`src/rtl/exec_seq_ctrl_pkg.sv`:
```
// exec_seq_ctrl_pkg
//   Shared Y86-64 execute-stage definitions: instruction codes, ALU function
//   codes, jXX/cmovXX condition codes, sequencer states, CC bit positions
//   and the legality check used at instruction accept.
package exec_seq_ctrl_pkg;

   localparam int         DATA_W     = 64;
   localparam logic [2:0] CC_RST_DEF = 3'b001;   // {OF,SF,ZF}: ZF=1

   // Instruction codes
   localparam logic [3:0] ICODE_HALT   = 4'h0;
   localparam logic [3:0] ICODE_NOP    = 4'h1;
   localparam logic [3:0] ICODE_RRMOVQ = 4'h2;
   localparam logic [3:0] ICODE_IRMOVQ = 4'h3;
   localparam logic [3:0] ICODE_RMMOVQ = 4'h4;
   localparam logic [3:0] ICODE_MRMOVQ = 4'h5;
   localparam logic [3:0] ICODE_OPQ    = 4'h6;
   localparam logic [3:0] ICODE_JXX    = 4'h7;
   localparam logic [3:0] ICODE_CALL   = 4'h8;
   localparam logic [3:0] ICODE_RET    = 4'h9;
   localparam logic [3:0] ICODE_PUSHQ  = 4'hA;
   localparam logic [3:0] ICODE_POPQ   = 4'hB;

   // ALU functions (SUB computes b - a)
   localparam logic [1:0] ALU_ADD = 2'd0;
   localparam logic [1:0] ALU_SUB = 2'd1;
   localparam logic [1:0] ALU_AND = 2'd2;
   localparam logic [1:0] ALU_XOR = 2'd3;

   // Condition codes carried in ifun for jXX/cmovXX
   localparam logic [3:0] C_ALWAYS = 4'd0;
   localparam logic [3:0] C_LE     = 4'd1;
   localparam logic [3:0] C_L      = 4'd2;
   localparam logic [3:0] C_E      = 4'd3;
   localparam logic [3:0] C_NE     = 4'd4;
   localparam logic [3:0] C_GE     = 4'd5;
   localparam logic [3:0] C_G      = 4'd6;

   // CC bit indices
   localparam int CC_ZF = 0;
   localparam int CC_SF = 1;
   localparam int CC_OF = 2;

   typedef enum logic [1:0] {
      S_IDLE  = 2'd0,
      S_ISSUE = 2'd1,
      S_CAPT  = 2'd2
   } state_t;

   // cond_ill is the condition decoder's verdict on ifun; it only matters for
   // the two icodes that interpret ifun as a condition.
   function automatic logic instr_illegal(input logic [3:0] icode,
                                          input logic [3:0] ifun,
                                          input logic       cond_ill);
      logic ill;
      ill = 1'b0;
      if (icode > ICODE_POPQ)
         ill = 1'b1;
      else if (icode == ICODE_OPQ && ifun > 4'd3)
         ill = 1'b1;
      else if ((icode == ICODE_RRMOVQ || icode == ICODE_JXX) && cond_ill)
         ill = 1'b1;
      return ill;
   endfunction

endpackage

```
`src/rtl/exec_seq_ctrl_cond.sv`:
```
// cond_eval
//   Purely combinational jXX/cmovXX condition evaluator.
//   cc      in  3  condition codes {OF,SF,ZF}
//   ifun    in  4  condition selector
//   cnd     out 1  condition result (0 when illegal)
//   illegal out 1  ifun is not a defined condition
module cond_eval
   import exec_seq_ctrl_pkg::*;
(
   input  logic [2:0] cc,
   input  logic [3:0] ifun,
   output logic       cnd,
   output logic       illegal
);

   logic zf, sf, of;
   assign zf = cc[CC_ZF];
   assign sf = cc[CC_SF];
   assign of = cc[CC_OF];

   always_comb begin
      cnd     = 1'b0;
      illegal = 1'b0;
      case (ifun)
         C_ALWAYS: cnd = 1'b1;
         C_LE:     cnd = (sf ^ of) | zf;
         C_L:      cnd = sf ^ of;
         C_E:      cnd = zf;
         C_NE:     cnd = ~zf;
         C_GE:     cnd = ~(sf ^ of);
         C_G:      cnd = ~(sf ^ of) & ~zf;
         default:  illegal = 1'b1;
      endcase
   end

endmodule

```
`src/rtl/exec_seq_ctrl.sv`:
```
// exec_seq_ctrl
//   Y86-64 execute-stage sequencer. Accepts one decoded instruction per start,
//   drives the external ALU for one cycle (ISSUE), then captures valE, cnd and
//   the CC register (OPq only) in CAPT with a done pulse.
//   clk/rst_n            clock, synchronous active-low reset
//   start/busy           request / accept handshake
//   icode ifun valA valB valC   decoded instruction
//   alu_en alu_a alu_b alu_fun  ALU drive (only non-zero in ISSUE)
//   alu_out alu_cf              ALU result and flags {OF,SF,ZF}
//   valE cc cnd done err halt   results
module exec_seq_ctrl
   import exec_seq_ctrl_pkg::*;
#(
   parameter int         W      = DATA_W,
   parameter logic [2:0] CC_RST = CC_RST_DEF
) (
   input  logic         clk,
   input  logic         rst_n,
   input  logic         start,
   output logic         busy,
   input  logic [3:0]   icode,
   input  logic [3:0]   ifun,
   input  logic [W-1:0] valA,
   input  logic [W-1:0] valB,
   input  logic [W-1:0] valC,
   output logic         alu_en,
   output logic [W-1:0] alu_a,
   output logic [W-1:0] alu_b,
   output logic [1:0]   alu_fun,
   input  logic [W-1:0] alu_out,
   input  logic [2:0]   alu_cf,
   output logic [W-1:0] valE,
   output logic [2:0]   cc,
   output logic         cnd,
   output logic         done,
   output logic         err,
   output logic         halt
);

   state_t         state_q;
   logic           busy_q, alu_en_q, done_q, err_q, halt_q, cnd_q;
   logic [W-1:0]   alu_a_q, alu_b_q, valE_q;
   logic [1:0]     alu_fun_q;
   logic [2:0]     cc_q;
   // Decisions made at accept and consumed at the ISSUE->CAPT edge
   logic           cnd_pend_q, ill_q, upd_cc_q, zero_e_q, is_halt_q;

   // The condition is resolved at accept: cc cannot change while this op is
   // in flight, so this equals "cc before this instruction's update".
   logic ce_cnd, ce_ill;
   cond_eval u_cond (
      .cc      (cc_q),
      .ifun    (ifun),
      .cnd     (ce_cnd),
      .illegal (ce_ill)
   );

   logic         ill_d, is_cond_d, cnd_d;
   logic [W-1:0] a_d, b_d;
   logic [1:0]   fun_d;

   assign ill_d     = instr_illegal(icode, ifun, ce_ill);
   assign is_cond_d = (icode == ICODE_RRMOVQ) || (icode == ICODE_JXX);
   assign cnd_d     = ill_d ? 1'b0 : (is_cond_d ? ce_cnd : 1'b1);

   // Operand mux; illegal instructions present all-zero operands.
   always_comb begin
      a_d   = '0;
      b_d   = '0;
      fun_d = ALU_ADD;
      if (!ill_d) begin
         case (icode)
            ICODE_RRMOVQ: a_d = valA;
            ICODE_OPQ: begin
               a_d   = valA;
               b_d   = valB;
               fun_d = ifun[1:0];
            end
            ICODE_IRMOVQ:                a_d = valC;
            ICODE_RMMOVQ, ICODE_MRMOVQ: begin
               a_d = valC;
               b_d = valB;
            end
            ICODE_CALL, ICODE_PUSHQ: begin
               a_d = -W'(8);
               b_d = valB;
            end
            ICODE_RET, ICODE_POPQ: begin
               a_d = W'(8);
               b_d = valB;
            end
            default: ;
         endcase
      end
   end

   always_ff @(posedge clk) begin
      if (!rst_n) begin
         state_q    <= S_IDLE;
         busy_q     <= 1'b0;
         alu_en_q   <= 1'b0;
         alu_a_q    <= '0;
         alu_b_q    <= '0;
         alu_fun_q  <= ALU_ADD;
         valE_q     <= '0;
         cc_q       <= CC_RST;
         cnd_q      <= 1'b0;
         done_q     <= 1'b0;
         err_q      <= 1'b0;
         halt_q     <= 1'b0;
         cnd_pend_q <= 1'b0;
         ill_q      <= 1'b0;
         upd_cc_q   <= 1'b0;
         zero_e_q   <= 1'b0;
         is_halt_q  <= 1'b0;
      end else begin
         case (state_q)
            S_IDLE: begin
               if (start && !halt_q) begin
                  state_q    <= S_ISSUE;
                  busy_q     <= 1'b1;
                  alu_en_q   <= !ill_d;
                  alu_a_q    <= a_d;
                  alu_b_q    <= b_d;
                  alu_fun_q  <= fun_d;
                  cnd_pend_q <= cnd_d;
                  ill_q      <= ill_d;
                  upd_cc_q   <= !ill_d && (icode == ICODE_OPQ);
                  zero_e_q   <= ill_d || icode == ICODE_HALT || icode == ICODE_NOP;
                  is_halt_q  <= !ill_d && (icode == ICODE_HALT);
               end
            end
            S_ISSUE: begin
               state_q   <= S_CAPT;
               alu_en_q  <= 1'b0;
               alu_a_q   <= '0;
               alu_b_q   <= '0;
               alu_fun_q <= ALU_ADD;
               valE_q    <= zero_e_q ? '0 : alu_out;
               if (upd_cc_q) cc_q <= alu_cf;
               cnd_q     <= cnd_pend_q;
               done_q    <= 1'b1;
               err_q     <= ill_q;
               if (is_halt_q) halt_q <= 1'b1;
            end
            S_CAPT: begin
               state_q <= S_IDLE;
               busy_q  <= 1'b0;
               done_q  <= 1'b0;
               err_q   <= 1'b0;
            end
            default: state_q <= S_IDLE;
         endcase
      end
   end

   assign busy    = busy_q;
   assign alu_en  = alu_en_q;
   assign alu_a   = alu_a_q;
   assign alu_b   = alu_b_q;
   assign alu_fun = alu_fun_q;
   assign valE    = valE_q;
   assign cc      = cc_q;
   assign cnd     = cnd_q;
   assign done    = done_q;
   assign err     = err_q;
   assign halt    = halt_q;

endmodule
```
`config.mk`:
```
export PLATFORM = sky130hd
export DESIGN_NAME = exec_seq_ctrl
export DESIGN_NICKNAME = d
export VERILOG_FILES = /design/src/rtl/exec_seq_ctrl_pkg.sv /design/src/rtl/exec_seq_ctrl_cond.sv /design/src/rtl/exec_seq_ctrl.sv
export SDC_FILE = /design/constraint.sdc
export NUM_CORES = 1
export LEC_CHECK = 0
export CAP_MARGIN = 20
export CORE_AREA = 4 4 181 183
export DETAILED_ROUTE_END_ITERATION = 10
export DIE_AREA = 0 0 185 187
export SLEW_MARGIN = 10
export SYNTH_ARGS = -nofsm -noshare
export SYNTH_HDL_FRONTEND = slang
export SYNTH_SLANG_ARGS = --single-unit
```
`constraint.sdc`:
```
create_clock -name clk -period 4.5 [get_ports clk]
set_clock_uncertainty 0.2 [all_clocks]
set_input_delay 1.125 -clock clk [delete_from_list [all_inputs] [get_ports clk]]
set_output_delay 1.125 -clock clk [all_outputs]
set_load 0.01 [all_outputs]
```
# Word-level counts from Yosys, hierarchy flattened
# Cells that the tools add are included.
# totals
reg_bits,210
wordCells,99
input_bits,270
# op_classes
n_eq_ne,20
n_bitwise,5
n_lt_le_gt_ge,2
reduce_logical,27
muxes,28
# op_table
op,count
64-bit two-way mux,6
64-bit case mux with 2 select lines,2
64-bit case mux with 4 select lines,1
"4-bit by 3-bit == test with 1-bit output, second input constant",7
"4-bit by 2-bit == test with 1-bit output, second input constant",4
"4-bit == test, second input constant",4
7-bit OR reduction,2
2-bit AND reduction,5
"4-bit by 1-bit == test with 1-bit output, second input constant",2
4-bit zero test,2
1-bit two-way mux,8
2-bit two-way mux,4
1-bit case mux with 2 select lines,4
2-bit case mux with 2 select lines,2
1-bit case mux with 7 select lines,1
2-bit nonzero test,3
2-bit OR reduction,3
1-bit logical AND,5
"4-bit by 2-bit > comparator with 1-bit output, second input constant",1
"4-bit > comparator, second input constant",1
1-bit logical OR,3
3-bit OR reduction,1
"2-bit by 1-bit == test with 1-bit output, second input constant",1
"2-bit == test, second input constant",1
7 further kinds,9

# Depth between registers and ports, before layout
# Gate-level depths: netlist (run 1).
# logic_depth
ltp_word,10
mapped_depth,9
mapped_depth_nobuf,6

# Hierarchy
# A second synthesis (run 1) with hierarchy kept.
# unflattened
hier_cells,843
area_unflattened_um2,8060.2
# modules_own_cells
module,instances,cells_per_inst,seq_area_each_um2,area_each_um2
exec_seq_ctrl,1,832,4204.0,7970.1
cond_eval,1,11,0.0,90.1

# Worst setup path before layout (run 1)
# No wires, ideal clock.
# synth_path
path_kind,input port to flip-flop
startpoint,in icode[2]
endpoint,"reg alu_b_q[0], in the netlist alu_b[0]"
setup_time_ps,117
slack_ps,1873
required_time_ps,4183
arrival_ps,2311
path_stages,7
path_cell_list,buf_4 xnor2_1 a311oi_2 o221a_2 buf_12 buf_12 a22o_1
# synth_via
elab_chain_cells,9
word_cells_on_any_way,21
# synth_rtl
item,line_no,rtl
from (decl),exec_seq_ctrl.sv:21,"input logic [3:0] icode,"
4-bit by 2-bit == test with 1-bit output or 4-bit by 3-bit == test with 1-bit output (tied branches),exec_seq_ctrl_pkg.sv:61,else if ((icode == ICODE_RRMOVQ || icode == ICODE_JXX) && cond_ill)
1-bit logical OR,exec_seq_ctrl_pkg.sv:61,
1-bit logical AND,exec_seq_ctrl_pkg.sv:61,
1-bit two-way mux,exec_seq_ctrl_pkg.sv:61,
1-bit two-way mux,exec_seq_ctrl_pkg.sv:59,else if (icode == ICODE_OPQ && ifun > 4'd3)
1-bit two-way mux,exec_seq_ctrl_pkg.sv:57,if (icode > ICODE_POPQ)
64-bit two-way mux (*),exec_seq_ctrl.sv:71,if (!ill_d) begin
64-bit two-way mux (*),exec_seq_ctrl.sv:119,if (start && !halt_q) begin
64-bit case mux with 2 select lines (*),exec_seq_ctrl.sv:117,case (state_q)
to (signal assigned),exec_seq_ctrl.sv:103,alu_b_q <= '0;
to (signal assigned),exec_seq_ctrl.sv:124,alu_b_q <= b_d;
to (signal assigned),exec_seq_ctrl.sv:137,alu_b_q <= '0;
to (decl),exec_seq_ctrl.sv:42,"logic [W-1:0] alu_a_q, alu_b_q, valE_q;"
# Mark *: on every way between the ends. The rest lies on a longest branch, timed or not. The select of a mux whose other input is x is not followed.
# A chain may end at the register's enable or synchronous reset.

# Worst setup path in the final report (run 1)
# layout_path
startpoint,in icode[0]
endpoint,"reg alu_a_q[48], in the netlist alu_a[48]"
# layout_via
elab_chain_cells,9
word_cells_on_any_way,25
# layout_rtl
item,line_no,rtl
4-bit by 2-bit == test with 1-bit output or 4-bit by 3-bit == test with 1-bit output (tied branches),"exec_seq_ctrl_pkg.sv:61, exec_seq_ctrl.sv:72",
1-bit logical OR,exec_seq_ctrl_pkg.sv:61,
1-bit logical AND,exec_seq_ctrl_pkg.sv:61,
1-bit two-way mux,exec_seq_ctrl_pkg.sv:61,
1-bit two-way mux,exec_seq_ctrl_pkg.sv:59,
1-bit two-way mux,exec_seq_ctrl_pkg.sv:57,
64-bit two-way mux (*),exec_seq_ctrl.sv:71,
64-bit two-way mux (*),exec_seq_ctrl.sv:119,
64-bit case mux with 2 select lines (*),exec_seq_ctrl.sv:117,
to (signal assigned),exec_seq_ctrl.sv:102,alu_a_q <= '0;
to (signal assigned),exec_seq_ctrl.sv:123,alu_a_q <= a_d;
to (signal assigned),exec_seq_ctrl.sv:136,alu_a_q <= '0;
to (decl),exec_seq_ctrl.sv:42,
# Marks and branches as above.

==> flow_metrics.py, run 1 <==
metrics = {
    "status": {
        "outcome": "complete, no violations",
    },
    "sta": {
        "fin_crit_ps": 2980,
        "worst_slack_ps": 1520,
        "rsz0062_at_grt": "no",
        "final_hold_viol_count": 0,
        "fmax_mhz": 335,
        "worstMarginPinSlew_ps": 887,
        "max_slew_margin": 0.409,
        "final-max-slew-violation-count": 0,
        "setup-tns-final_ps": 0,
        "finalSetupViolCount": 0,
        "hold_ws_ps": 259,
        "min_period_over_period": 0.663,
    },
    "worst_setup_path": {
        "crit_start": "icode[0]",
        "cp_max_fo": 64,
        "cp.arrival_ps": 3150,
        "critPathRequiredTime_ps": 4670,
        "r2r_start": "state_q[1]$_SDFFE_PN0P_",
        "crit_path_start_kind": "primary input",
        "end_kind": "register",
        "path_class": "in -> reg",
        "cp_cell_sequence": "clkdlybuf4s50_1, xnor2_1, a311oi_2, o21ai_4, buf_4, o2bb2ai_1",
        "max_stage_delay_ps": 610,
        "slowest_stage": "clkdlybuf4s50_1",
    },
    "floorplanning": {
        "rows": 65,
        "start_util": 0.253,
        "die-area_um2": 34600,
        "fp.dieH_um": 187,
        "ioPinCount": 473,
        "die_width_um": 185,
        "coreArea_um2": 31200,
    },
    "place": {
        "port_buffers": 472,
        "hpwl_um": 23000,
        "dp_cells": 1582,
        "placed_area_um2": 12900,
        "dp_slack_ps": 1040,
        "gp_congestion": 0.788,
    },
    "detailed_routing": {
        "finalWirelength_um": 31700,
        "vias": 7705,
        "ant_nets": 0,
        "wl_per_cell_um": 19.5,
        "initialDrtViolationCount": 464,
        "drc_errors": 0,
        "viasPerCell": 4.74,
        "first_pass_iters": 4,
    },
    "power": {
        "p_leak_nw": 4.94,
        "total_power_mw": 5.13,
        "max-vdd-ir-drop_v": 0.000219,
        "powerDensity_nw_per_um2": 375,
    },
    "synth": {
        "synth_area_leader_cell": "dfxtp_1",
        "synthTopCellsByArea": "dfxtp_1, a22o_1, o2bb2ai_1",
        "synth.distinct_cells": 45,
        "seq_area_frac_synth": 0.532,
        "ys_dominant_reg_cell": "dfxtp_1",
        "synth_warnings": 0,
        "netlist_area_um2": 7910,
        "async_flop_share": 0,
        "synth.top_cell.area_share": 0.532,
        "synth.ff_latch_count": 210,
        "synth_cells": 767,
        "syn_nets": 1041,
        "synth-edff-count": 0,
        "avgSynthCellArea_um2": 10.3,
    },
    "clocking": {
        "htreeDepth": 1,
        "clk_pin_slew_ps": 60,
        "cts_root_buf": "clkbuf_16",
        "clock_sinks": 210,
        "postCtsHoldBufs": 0,
        "cts_tree": "yes",
        "clk_path_buf_depth": 3,
        "ctsResizeCount": 0,
        "post-cts-setup-buffers": 0,
        "worstSkewPairLatency_ps": 510,
        "cts-buffers-inserted": 25,
    },
    "global_route": {
        "antenna_found_initial": 1,
        "grt_use_total": 0.171,
        "grt_max_degree": 79,
        "gr-total-overflow": 0,
        "grt_pass1_wl_um": 47000,
        "grt_pass1_vias": 7665,
    },
    "layout": {
        "layout_commonest_cell": "clkdlybuf4s50_1",
        "instances_no_fill": 1624,
        "finalInstanceArea_um2": 13700,
        "synthToLayoutAreaGrowth_pct": 73.3,
        "layout_common_cells": "clkdlybuf4s50_1, dfxtp_1, a21oi_1, nor2_1, nor2b_1",
        "diodes": 0,
        "drive_gt1_frac": 0.0532,
        "utilization": 0.439,
        "finalNetCount": 1481,
    },
    "worst_hold_path": {
        "hp-start": "alu_a[25]$_SDFFE_PN0P_",
        "worstHoldPathType": "reg -> reg",
    },
    "job": {
        "cap_viol_max_count": 0,
    },
}
## cell usage after synthesis (all sizes together), types with 2 or more instances
| cell | n |
|---|---|
| nand3b | 3 |
| inv | 9 |
| xnor2 | 2 |
| nand3 | 5 |
| nor3 | 2 |
| nor2b | 70 |
| o2bb2ai | 64 |
| a21oi | 77 |
| a31oi | 3 |
| nor4 | 2 |
| clkbuf | 35 |
| nand2 | 5 |
| mux2i | 4 |
| o21ai | 5 |
| a22oi | 5 |
| o21a | 2 |
| nor2 | 76 |
| ha | 4 |
| nand2b | 4 |
| buf | 38 |
| a221oi | 60 |
| dfxtp | 210 |
| o211ai | 2 |
| a22o | 64 |
## power by group
part           total (mW)  internal, mW  switching (mW)
logic                1.07         0.576           0.498
clock network        2.01          1.22           0.790
registers            2.05          1.98          0.0617
total                5.13          3.78            1.35
## critical path, delay by kind of cell
kind	cells	cell delay, ps
buffers and inverters	2	1180
xor gates and xnor gates	1	380
AOI/OAI and AO/OA	3	390
## kinds of logic after synthesis
group | Yosys count | share of synthesized area
flip-flops | 210 | 0.532
AND/OR/NAND/NOR | 173 | 0.112
AO/OA/AOI/OAI | 292 | 0.284
XOR/XNOR | 2 | 0.00222
buffers and inverters | 82 | 0.0589
adder cells (fa/ha/maj) | 4 | 0.00633
multiplexers | 4 | 0.00506
## layout make-up
class / instances / area [um2]
Tap cell: 402 / 503
Clock inverter: 8 / 92.6
Clock buffer: 34 / 719
Multi-Input combinational cell: 475 / 3280
Timing Repair Buffer: 486 / 4870
Inverter: 9 / 33.8
Sequential cell: 210 / 4200
Fill cell: 3020 / 17500
## flip-flops by register name, indices dropped and copies added (netlist names), 2 cells and up
name / count
alu_a: 64
alu_b: 64
alu_fun: 2
cc: 3
state_q: 2
valE: 64
## layer usage
metal / up-vias / part of all wire / GRT usage
li1: 3727 / - / -
met1: 3665 / 0.41 / 0.212
met2: 276 / 0.49 / 0.294
met3: 35 / 0.082 / 0.0480
met4: 2 / 0.019 / 0.0378
met5: - / 0.00041 / 0
## final timing paths
check	endpoint	slack, ps	cells after the start
setup / recovery	alu_a[48]$_SDFFE_PN0P_	1520	6
hold / removal	alu_a[25]$_SDFFE_PN0P_	260	1
setup reg to reg	alu_b[21]$_SDFFE_PN0P_	1960	7
hold reg to reg	alu_a[25]$_SDFFE_PN0P_	260	1
Power figures use the tool's default switching activity.
==> inputs of run 2 (changes only) <==
Settings changed: CORE_AREA 4 4 181 183 to 4 4 183 185, DIE_AREA 0 0 185 187 to 0 0 187 189.
Clock period 4.5 ns to 3 ns, I/O delays scaled along.
==> flow_metrics.py, run 2 (synthesized netlist as in run 1, its figures left out) <==
metrics = {
    "status": {
        "outcome": "complete, no violations",
    },
    "detailed_routing": {
        "initialDrtViolationCount": 357,
        "viasPerCell": 4.76,
        "wl_per_cell_um": 19.0,
        "ant_nets": 0,
        "vias": 7868,
        "finalWirelength_um": 31400,
        "first_pass_iters": 4,
        "drc_errors": 0,
    },
    "power": {
        "intPower_mw": 5.80,
        "combPwrFrac": 0.213,
        "p_clk_frac": 0.396,
        "seqPwrFrac": 0.391,
        "p_leak_nw": 5.08,
        "total_power_mw": 7.86,
        "max-vdd-ir-drop_v": 0.000375,
        "p_sw_mw": 2.06,
        "switching_share": 0.262,
        "powerDensity_nw_per_um2": 561,
    },
    "sta": {
        "final_hold_viol_count": 0,
        "finalSetupViolCount": 0,
        "max_slew_margin": 0.437,
        "final-max-slew-violation-count": 0,
        "rsz0062_at_grt": "no",
        "fin_crit_ps": 2570,
        "fmax_mhz": 389,
        "setup-tns-final_ps": 0,
        "hold_ws_ps": 261,
        "min_period_over_period": 0.857,
        "worstMarginPinSlew_ps": 844,
    },
    "place": {
        "dp_cells": 1605,
        "gp_congestion": 0.816,
        "port_buffers": 472,
        "hpwl_um": 23300,
        "placed_area_um2": 13100,
    },
    "global_route": {
        "grt_use_total": 0.165,
        "grt_max_degree": 79,
        "gr-total-overflow": 0,
        "antenna_found_initial": 2,
        "grt_pass1_vias": 7901,
        "grt_pass1_wl_um": 47300,
    },
    "clocking": {
        "clock_sinks": 210,
        "cts_tree": "yes",
        "clk_pin_slew_ps": 60,
        "worstSkewPairLatency_ps": 520,
        "cts_root_buf": "clkbuf_16",
        "post-cts-setup-buffers": 0,
        "htreeDepth": 1,
        "ctsResizeCount": 0,
        "cts-buffers-inserted": 26,
        "postCtsHoldBufs": 0,
        "clk_path_buf_depth": 3,
    },
    "worst_setup_path": {
        "crit_path_start_kind": "register",
        "path_buf_inv": 1,
        "crit_family": "buffers and inverters",
        "critPathRequiredTime_ps": 2050,
        "cp_cell_sequence": "clkdlybuf4s50_1",
        "slowest_stage": "clkdlybuf4s50_1",
        "end_kind": "output port",
        "cp_max_fo": 5,
        "path_class": "reg -> out",
        "max_stage_delay_ps": 640,
        "cp.arrival_ps": 1620,
    },
    "floorplanning": {
        "fp.dieH_um": 189,
        "die_width_um": 187,
        "die-area_um2": 35300,
        "ioPinCount": 473,
        "rows": 66,
        "coreArea_um2": 32000,
        "start_util": 0.247,
    },
    "layout": {
        "layout_commonest_cell": "clkdlybuf4s50_1",
        "layout_common_cells": "clkdlybuf4s50_1, dfxtp_1, a21oi_1, nor2_1, nor2b_1",
        "instances_no_fill": 1654,
        "finalNetCount": 1499,
        "finalInstanceArea_um2": 14000,
        "synthToLayoutAreaGrowth_pct": 77.2,
        "drive_gt1_frac": 0.0691,
    },
    "job": {
        "cap_viol_max_count": 0,
    },
    "worst_hold_path": {
        "worstHoldPathType": "reg -> reg",
    },
}
-- run 2: path summary, 6_finish.rpt --
path                           start  cells after the start                      to  slack (ps)
max               cc[0]$_SDFFE_PN1P_                      1                   cc[0]         430
min           alu_a[21]$_SDFFE_PN0P_                      1  alu_a[21]$_SDFFE_PN0P_         260
max reg2reg  state_q[0]$_SDFFE_PN0P_                      7  alu_a[38]$_SDFFE_PN0P_         760
min reg2reg   alu_a[21]$_SDFFE_PN0P_                      1  alu_a[21]$_SDFFE_PN0P_         260
-- run 2: through the flow --
| step | worst slack (ps) | util |
|---|---|---|
| 3_3_place_gp | 171 | 0.410 |
| 3_5_place_dp | 160 | 0.410 |
| 4_1_cts | 401 | 0.437 |
| 6_report | 428 | 0.437 |
| 2_1_floorplan | 748 | - |
| 5_1_grt | 359 | 0.437 |
-- run 2: area by class of cell --
type	instances	area, um2
inverters	9	33.8
diodes	1	2.50
flip-flops and latches	210	4200
repair buffers	503	5110
well taps	408	510
clock inverters	9	77.6
fillers	3065	18000
clock buffers	39	791
multi-input cells	475	3280
-- run 2: metal layers --
layer | vias to the layer above | wire length [um] | track usage
li1 | 3771 | - | -
met1 | 3728 | 12800 | 0.202
met2 | 300 | 15200 | 0.282
met3 | 67 | 2400 | 0.0476
met4 | 2 | 1080 | 0.0543
met5 | - | 16 | 0
-- run 2: power by group through the flow --
stage | combinational (mW) | sequential [mW] | clock (mW)
after floorplan | 0.639 | 3.20 | 0
after global placement | 1.68 | 3.13 | 0
after detailed placement | 1.69 | 3.13 | 0
after CTS | 1.69 | 3.07 | 3.22
after global routing | 1.81 | 3.09 | 3.33
final | 1.67 | 3.07 | 3.11
-- run 2: worst register-to-register path, stage by stage (launching register included) --
cell and delay (ps):
dfxtp_1 360, inv_1 90, ha_1 270, and3b_1 260
a21oi_2 200, and2_4 390, buf_4 260, o2bb2ai_1 130
==> inputs of run 3 (changes only) <==
Clock period 3 ns to 2.7 ns, I/O delays scaled along.
==> flow_metrics.py, run 3 (synthesized netlist as in run 1, its figures left out) <==
metrics = {
    "global_route": {
        "grt_max_degree": 79,
        "grt_pass1_wl_um": 46700,
        "grt_pass1_vias": 7730,
        "gr-total-overflow": 0,
        "antenna_found_initial": 0,
        "grt_use_total": 0.164,
    },
    "status": {
        "outcome": "complete, no violations",
    },
    "layout": {
        "drive_gt1_frac": 0.0742,
        "diodes": 0,
        "layout_commonest_cell": "clkdlybuf4s50_1",
        "layout_common_cells": "clkdlybuf4s50_1, dfxtp_1, a21oi_1, nor2_1, nor2b_1",
        "finalNetCount": 1511,
        "synthToLayoutAreaGrowth_pct": 78.5,
        "utilization": 0.440,
    },
    "clocking": {
        "htreeDepth": 1,
        "post-cts-setup-buffers": 0,
        "postCtsHoldBufs": 0,
        "worstSkewPairLatency_ps": 520,
        "clk_pin_slew_ps": 60,
        "ctsResizeCount": 0,
        "clk_path_buf_depth": 3,
        "cts_tree": "yes",
        "clock_sinks": 210,
        "cts-buffers-inserted": 26,
        "cts_root_buf": "clkbuf_16",
    },
    "worst_hold_path": {
        "hp-start": "alu_en$_SDFFE_PN0P_",
        "min_path_cells": 2,
        "worstHoldPathType": "reg -> reg",
        "whs_endpoint": "alu_en$_SDFFE_PN0P_",
    },
    "sta": {
        "rsz0062_at_grt": "no",
        "fin_crit_ps": 2420,
        "min_period_over_period": 0.897,
        "final_hold_viol_count": 0,
        "max_slew_margin": 0.421,
        "fmax_mhz": 413,
        "worst_slack_ps": 278,
        "finalSetupViolCount": 0,
        "worstMarginPinSlew_ps": 868,
        "final-max-slew-violation-count": 0,
    },
    "detailed_routing": {
        "vias": 7819,
        "wl_per_cell_um": 18.9,
        "initialDrtViolationCount": 298,
        "first_pass_iters": 4,
        "viasPerCell": 4.70,
        "finalWirelength_um": 31400,
        "ant_nets": 0,
        "drc_errors": 0,
    },
    "worst_setup_path": {
        "crit_path_start_kind": "register",
        "regToRegEndpoint": "alu_b[8]$_SDFFE_PN0P_",
        "cp_cell_sequence": "clkdlybuf4s50_1",
        "crit_family": "buffers and inverters",
        "critPathRequiredTime_ps": 1820,
        "ff2ff_path_depth": 7,
        "end_kind": "output port",
        "path_buf_inv": 1,
        "path_class": "reg -> out",
        "cp.arrival_ps": 1550,
        "regToRegSetupSlack_ps": 500,
        "r2r_start": "state_q[1]$_SDFFE_PN0P_",
        "max_stage_delay_ps": 610,
        "cp_max_fo": 6,
        "slowest_stage": "clkdlybuf4s50_1",
    },
    "power": {
        "powerDensity_nw_per_um2": 621,
        "max-vdd-ir-drop_v": 0.000375,
        "p_leak_nw": 5.14,
    },
    "floorplanning": {
        "die-area_um2": 35300,
        "coreArea_um2": 32000,
        "fp.dieH_um": 189,
        "rows": 66,
        "ioPinCount": 473,
        "die_width_um": 187,
        "start_util": 0.247,
    },
    "place": {
        "port_buffers": 472,
        "hpwl_um": 23100,
        "gp_congestion": 0.799,
        "dp_slack_ps": -32.7,
    },
    "job": {
        "cap_viol_max_count": 0,
    },
}
[run 3: cell types whose count changed in the layout (fill, tap and decap cells not counted), moves of 2 or more]
| cell | before | now |
|---|---|---|
| clkbuf_1 | 5 | 7 |
| buf_12 | 12 | 15 |
| clkbuf_8 | 7 | 1 |
| buf_4 | 19 | 28 |
| bufinv_16 | 1 | 3 |
[run 3: cell type report]
type / count / area [um2]
Fill cell: 3107 / 17900
Timing Repair Buffer: 515 / 5240
Sequential cell: 210 / 4200
Multi-Input combinational cell: 475 / 3280
Clock buffer: 35 / 716
Tap cell: 408 / 510
Clock inverter: 10 / 128
Inverter: 9 / 33.8
[run 3: stage by stage]
step	cells	power [mW]	setup TNS, ps	hold WS, ps	instance area [um2]
final	1662	8.76	0	253	14100
after global routing	1662	9.17	0	273	14100
after CTS	1662	8.91	0	257	14100
after detailed placement	1617	5.37	-1020	245	13300
after global placement	1617	5.36	-1040	243	13300
after floorplan	767	4.27	0	257	7910
[run 3: power by group]
part,switching (mW),internal [mW]
clock network,1.34,2.13
logic,0.842,1.04
registers,0.102,3.31
total,2.28,6.48
[run 3: worst max-delay path by stage]
stage | startpoint | end | slack, ps | cells past startpoint
6_report | halt$_SDFFE_PN0P_ | halt | 280 | 1
5_1_grt | halt$_SDFFE_PN0P_ | halt | 180 | 1
4_1_cts | halt$_SDFFE_PN0P_ | halt | 230 | 1
3_5_place_dp | ifun[0] | alu_b[8]$_SDFFE_PN0P_ | -30 | 6
3_3_place_gp | ifun[0] | alu_b[13]$_SDFFE_PN0P_ | -30 | 6
2_1_floorplan | icode[2] | alu_b[0]$_SDFFE_PN0P_ | 520 | 7
[run 3: metal layers]
layer	track usage	vias to the layer above	wire length [um]
met5	0	-	0
met4	0.0498	0	949
met3	0.0452	50	2210
met2	0.282	274	15300
met1	0.201	3700	12900
li1	-	3795	-
